===== src/rtl/dmem_access_ctrl.sv =====
// rtl/dmem_access_ctrl.sv - load/store front end for the byte-masked data SRAM
// Purpose: accepts one load/store per cycle from the memory stage, drives the SRAM
//   cs/we/wem/addr/din, and returns a registered, extended load result one cycle later.
// Optional macro DMEM_MISALIGN_SPLIT_EN: misaligned half/word accesses are split into two
//   SRAM cycles (SPLIT state); without it they are rejected with rsp_err.
// Ports:
//   clk, rst_n                        clock, async active-low reset
//   req_valid/req_ready               request handshake (ready only in IDLE)
//   req_addr/req_we/req_size          byte address, store flag, 00=B 01=H 10/11=W
//   req_unsigned/req_wdata            zero-extend loads, right-justified store data
//   rsp_valid/rsp_rdata/rsp_err       one-cycle response pulse, load data, misaligned flag
//   ram_cs/ram_we/ram_wem/ram_addr/ram_din  SRAM controls (combinational)
//   ram_dout                          SRAM read data, combinational from ram_addr
module dmem_access_ctrl #(
  parameter int AW = 32
) (
  input  logic          clk,
  input  logic          rst_n,
  input  logic          req_valid,
  output logic          req_ready,
  input  logic [AW-1:0] req_addr,
  input  logic          req_we,
  input  logic [1:0]    req_size,
  input  logic          req_unsigned,
  input  logic [31:0]   req_wdata,
  output logic          rsp_valid,
  output logic [31:0]   rsp_rdata,
  output logic          rsp_err,
  output logic          ram_cs,
  output logic          ram_we,
  output logic [3:0]    ram_wem,
  output logic [AW-1:0] ram_addr,
  output logic [31:0]   ram_din,
  input  logic [31:0]   ram_dout
);

`ifdef DMEM_MISALIGN_SPLIT_EN
  typedef enum logic [0:0] {S_IDLE = 1'b0, S_SPLIT = 1'b1} state_t;
`else
  typedef enum logic [0:0] {S_IDLE = 1'b0} state_t;
`endif

  state_t        r_state, w_state_nxt;
  logic          r_rsp_valid, r_rsp_err;
  logic [31:0]   r_rsp_rdata;
  logic          w_rsp_valid_nxt, w_rsp_err_nxt;
  logic [31:0]   w_rsp_rdata_nxt;
  logic          w_accept, w_misaligned;
  logic [1:0]    w_lo;
  logic [4:0]    w_sh;
  logic [3:0]    w_wem_base, w_wem_lo;
  logic [31:0]   w_din_rep, w_load_al;
  logic [AW-1:0] w_addr_word;

  function automatic logic [31:0] f_extend(input logic [31:0] d, input logic [1:0] sz,
                                           input logic uns);
    case (sz)
      2'b00:   f_extend = uns ? {24'h0, d[7:0]}  : {{24{d[7]}}, d[7:0]};
      2'b01:   f_extend = uns ? {16'h0, d[15:0]} : {{16{d[15]}}, d[15:0]};
      default: f_extend = d;
    endcase
  endfunction

  assign req_ready    = (r_state == S_IDLE);
  assign w_accept     = req_valid & req_ready;
  assign w_lo         = req_addr[1:0];
  assign w_sh         = {w_lo, 3'b000};
  assign w_addr_word  = {req_addr[AW-1:2], 2'b00};
  // Size 11 is handled exactly like a word.
  assign w_misaligned = ((req_size == 2'b01) & w_lo[0]) | (req_size[1] & (w_lo != 2'b00));

  always_comb begin
    w_wem_base = 4'hF;
    w_din_rep  = req_wdata;
    case (req_size)
      2'b00: begin
        w_wem_base = 4'b0001;
        w_din_rep  = {4{req_wdata[7:0]}};
      end
      2'b01: begin
        w_wem_base = 4'b0011;
        w_din_rep  = {2{req_wdata[15:0]}};
      end
      default: ;
    endcase
  end

  assign w_load_al = f_extend(ram_dout >> w_sh, req_size, req_unsigned);

`ifdef DMEM_MISALIGN_SPLIT_EN
  // The 8-bit shifted mask holds first-word lanes in [3:0] and the spill into the next
  // word in [7:4]; rotating the store data puts each byte on its final lane for both halves.
  logic [7:0]    w_wem8;
  logic [31:0]   w_din_rot, w_load_split;
  logic          r_we, r_uns;
  logic [1:0]    r_size;
  logic [AW-1:0] r_addr;
  logic [3:0]    r_wem_hi;
  logic [31:0]   r_din, r_lo_word;

  assign w_wem8       = {4'b0000, w_wem_base} << w_lo;
  assign w_wem_lo     = w_wem8[3:0];
  assign w_din_rot    = (req_wdata << w_sh) | (req_wdata >> (6'd32 - {1'b0, w_sh}));
  assign w_load_split = 32'({ram_dout, r_lo_word} >> {r_addr[1:0], 3'b000});

  always_ff @(posedge clk or negedge rst_n) begin
    if (!rst_n) begin
      r_we      <= 1'b0;
      r_uns     <= 1'b0;
      r_size    <= 2'b00;
      r_addr    <= '0;
      r_wem_hi  <= 4'h0;
      r_din     <= 32'h0;
      r_lo_word <= 32'h0;
    end else if (w_accept && w_misaligned) begin
      r_we      <= req_we;
      r_uns     <= req_unsigned;
      r_size    <= req_size;
      r_addr    <= req_addr;
      r_wem_hi  <= w_wem8[7:4];
      r_din     <= w_din_rot;
      r_lo_word <= ram_dout;
    end
  end
`else
  assign w_wem_lo = w_wem_base << w_lo;
`endif

  always_comb begin
    w_state_nxt     = r_state;
    w_rsp_valid_nxt = 1'b0;
    w_rsp_err_nxt   = 1'b0;
    w_rsp_rdata_nxt = 32'h0;
    ram_cs          = 1'b0;
    ram_we          = 1'b0;
    ram_wem         = 4'h0;
    ram_addr        = w_addr_word;
    ram_din         = w_din_rep;
`ifdef DMEM_MISALIGN_SPLIT_EN
    if (r_state == S_SPLIT) begin
      ram_cs          = 1'b1;
      ram_we          = r_we;
      ram_wem         = r_wem_hi;
      ram_addr        = {r_addr[AW-1:2], 2'b00} + AW'(4);
      ram_din         = r_din;
      w_rsp_valid_nxt = 1'b1;
      w_rsp_rdata_nxt = r_we ? 32'h0 : f_extend(w_load_split, r_size, r_uns);
      w_state_nxt     = S_IDLE;
    end else
`endif
    if (w_accept) begin
      w_rsp_valid_nxt = 1'b1;
      if (!w_misaligned) begin
        ram_cs          = 1'b1;
        ram_we          = req_we;
        ram_wem         = w_wem_lo;
        w_rsp_rdata_nxt = req_we ? 32'h0 : w_load_al;
      end else begin
`ifdef DMEM_MISALIGN_SPLIT_EN
        ram_cs          = 1'b1;
        ram_we          = req_we;
        ram_wem         = w_wem_lo;
        ram_din         = w_din_rot;
        w_rsp_valid_nxt = 1'b0;
        w_state_nxt     = S_SPLIT;
`else
        w_rsp_err_nxt   = 1'b1;
`endif
      end
    end
  end

  always_ff @(posedge clk or negedge rst_n) begin
    if (!rst_n) begin
      r_state     <= S_IDLE;
      r_rsp_valid <= 1'b0;
      r_rsp_err   <= 1'b0;
      r_rsp_rdata <= 32'h0;
    end else begin
      r_state     <= w_state_nxt;
      r_rsp_valid <= w_rsp_valid_nxt;
      r_rsp_err   <= w_rsp_err_nxt;
      r_rsp_rdata <= w_rsp_rdata_nxt;
    end
  end

  assign rsp_valid = r_rsp_valid;
  assign rsp_rdata = r_rsp_rdata;
  assign rsp_err   = r_rsp_err;

endmodule


===== config.mk =====
export PLATFORM = sky130hd
export DESIGN_NAME = dmem_access_ctrl
export DESIGN_NICKNAME = d
export VERILOG_FILES = /design/src/rtl/dmem_access_ctrl.sv
export SDC_FILE = /design/constraint.sdc
export NUM_CORES = 1
export LEC_CHECK = 0
export CAP_MARGIN = 30
export CORE_AREA = 8 8 96 98
export DETAILED_ROUTE_END_ITERATION = 8
export DIE_AREA = 0 0 104 106
export HOLD_SLACK_MARGIN = 0.05
export PLACE_DENSITY = 0.8
export RECOVER_POWER = 100
export SETUP_SLACK_MARGIN = 0.5
export SKIP_LAST_GASP = 1
export SYNTH_ARGS = -nofsm -noshare
export SYNTH_HDL_FRONTEND = slang
export SYNTH_SLANG_ARGS = --single-unit

===== constraint.sdc =====
create_clock -name clk -period 2.42 [get_ports clk]
set_clock_uncertainty 0.2 [all_clocks]
set_input_delay 0.484 -clock clk [delete_from_list [all_inputs] [get_ports clk]]
set_output_delay 0.484 -clock clk [all_outputs]
set_load 0.01 [all_outputs]

==> results.toml, run 1 <==
[power_and_ir_drop]
p_switching_uw = 446.1
switching_share = 0.2756
p_comb_frac = 0.336
power_mw = 1.619
ir_drop_v = 0.0001778
power_leakage_nw = 1.907
seq_power_share = 0.364
p_clk_frac = 0.300
p_per_area_mw_per_mm2 = 404.3
internal-power_mw = 1.173

[synthesis]
syn_area_per_cell_sq_um = 9.983
synth_most_common_cell = "buf_4"
yosys_warnings = 0
synthFlopType = "dfrtp_1"
synthTopCellsByArea = "dfrtp_1 36%, buf_4 14%, mux2_2 11%, mux2i_1 6.3%, o21ai_0 2.9%"
synth_edf_count = 0
synthArstFlopShare = 1.000
yosysTopAreaCellShare = 0.3581
synth_seq_cells = 34
ys_seq_area_frac = 0.3581
ys_types = 39
synthCells = 238
netlist.top_cell.by_area = "dfrtp_1"
syn_area_sq_mm = 0.002376
synthTopCellsByCount = "44 x buf_4, 34 x dfrtp_1, 24 x mux2_2"

[global_route]
grt_util_met2 = 0.3116
grt_pass1_wl_mm = 14.97
grt_util_met1 = 0.1727
grt_start_max_net_pins = 35
use_met3 = 0.07078
grt_overflow = 0
antenna_found_initial = 1
grt_usage = 0.1710
busiest_layer = "met2"
grt_pass1_vias = 2600

[final_layout]
register_area_sq_um = 850.8
multiInputGateArea_sq_mm = 0.001182
final.fill_count = 751
area_growth_pct = 68.51
layout.nets = 477
drive_above_1_share = 0.2640

[clock_tree]
cts_made_buffers = 5
cts_max_path_buffers = 2
clkSinkCount = 34
cts_tree = "yes"
cts.clk_slew.worst_paths_ns = 0.07
htree_levels = 2
cts_root_buffer = "clkbuf_8"

[setup_path]
required_ns = 1.74
crit_type = "in -> out"
crit_start = "req_valid"
critPathLaunchType = "input pin"
end_kind = "output pin"
cp.arrival_ns = 1.50
worstPathMaxFanout = 5

[timing]
hold_violations = 0
fmax_mhz = 458.4
hold_ws_ns = 0.3279
setup_violations = 0
rsz0062_at_grt = "yes"
fin_crit_sh = 0.9014
period_minus_slack_ns = 2.181
worst_slew_pin_slew_ns = 0.8344
relSlewSlack = 0.4437
maxSlewViolCount = 0

[detailed_routing]
wl_mm = 9.723
ant_nets = 0
first_pass_iters = 4
wl_per_cell_um = 20.21
via_count = 2320
drc_errors = 0
drt_iter0_drc = 41
viasPerCell = 4.823

[place]
port_buffers = 144
gp_congestion = 0.8451
hpwlAfterDp_mm = 7.732

[floorplanning]
die-area_sq_mm = 0.01102
die_y_um = 106
dieWidth_um = 104
io_pins = 208
initial_utilization = 0.3029
core_sq_mm = 0.007845
row_count = 33

[hold_path]
hp-start = "ram_dout[31]"
hp-class = "in -> reg"
hold-path-endpoint = "rsp_rdata[31]$_DFF_PN0_"
min_path_cells = 2

[status]
status = "finished, final reports clean"

[flow_run]
max_cap_violations = 0
==> cells in the final DEF, fill, tap and decap left out, types with 3 or more instances in the layout <==
cell type        count
buf_2                5
o21ai_2              6
nand2_1              7
nand4_1              8
clkbuf_1            17
clkdlybuf4s25_1      3
buf_4               22
buf_12               3
dfrtp_1             34
mux2_4               5
a211oi_1             8
mux2_1              11
clkbuf_8             8
nor3_1               8
dlygate4sd2_1       32
nor2b_1              4
dlymetal6s2s_1       3
o2bb2ai_1            8
dlygate4sd3_1       36
o21ai_1              3
mux2_2               9
a221oi_1             7
clkdlybuf4s50_1     37
buf_6               22
nand2_2              3
mux2i_1             14
nor2_1               9
conb_1               3
o21ai_0              8
==> worst max-delay path: stages <==
cell and delay (ns):
clkdlybuf4s25_1 0.29, clkbuf_1 0.21, and3_1 0.20, buf_4 0.10, clkdlybuf4s15_2 0.21
==> sequential cells by signal, summed over array words and instances (netlist names) <==
register	cells
rsp_err	1
rsp_rdata	32
rsp_valid	1
==> metrics by stage <==
stage	std cells	cell area, sq um	setup slack (ns)	util	TNS [ns]
2_1_floorplan	239	2426	0.4473	-	0
5_1_grt	481	4004	0.1578	0.5104	0
6_report	481	4004	0.2385	0.5104	0
3_3_place_gp	462	3840	-0.4425	0.4895	-14.78
4_1_cts	479	4033	0.2990	0.5140	0
3_5_place_dp	462	3840	-0.4329	0.4895	-15.32
==> how the worst max path moves through the flow <==
stage	endpoint	cells past startpoint
global placement	ram_din[31]	5
detailed placement	ram_din[25]	5
global route	ram_cs	5
CTS	ram_din[12]	6
floorplan	ram_din[15]	4
finish	ram_cs	5
==> cell families after synthesis <==
family	count (synthesis)	synth area share
and+or+nand+nor	54	0.1232
buffers and inverters	60	0.1733
AOI/OAI and AO/OA	46	0.1459
muxes	41	0.1927
other	2	0.003161
DFF	34	0.3581
xor gates and xnor gates	1	0.003687
==> power groups by stage <==
stage,clock [mW],sequential [mW],combinational [mW]
after floorplan,0,0.609,0.267
after global routing,0.520,0.590,0.586
after detailed placement,0,0.600,0.551
final,0.486,0.589,0.544
after CTS,0.496,0.590,0.563
after global placement,0,0.600,0.548
==> routing by layer <==
metal | vias up | part of all wire
li1 | 1085 | -
met1 | 1096 | 0.36
met2 | 117 | 0.52
met3 | 22 | 0.091
met4 | 0 | 0.024
met5 | - | 0
==> layout make-up <==
class / count / area share
Clock buffer: 8 / 0.02750
Antenna cell: 1 / 0.0006250
Sequential cell: 34 / 0.2125
Multi-Input combinational cell: 145 / 0.2953
Inverter: 2 / 0.001875
Timing Repair Buffer: 186 / 0.4294
Tap cell: 105 / 0.03281
==> repair_timing <==
| action | 4_1_cts | 5_1_grt |
|---|---|---|
| resized for setup | 229 | 19 |
| hold buffers | 0 | 0 |
| gates cloned | 1 | 1 |
| endpoints found under the setup margin | 70 | 43 |
| pin swaps | 8 | 6 |
| buffers inserted | 8 | 0 |
Power figures use the tool's default switching activity.
==> inputs of run 2 (changes only) <==
SLEW_MARGIN = 20   (was default)
==> results of run 2 <==
Final layout, timing and power as in run 1 (identical DEF).
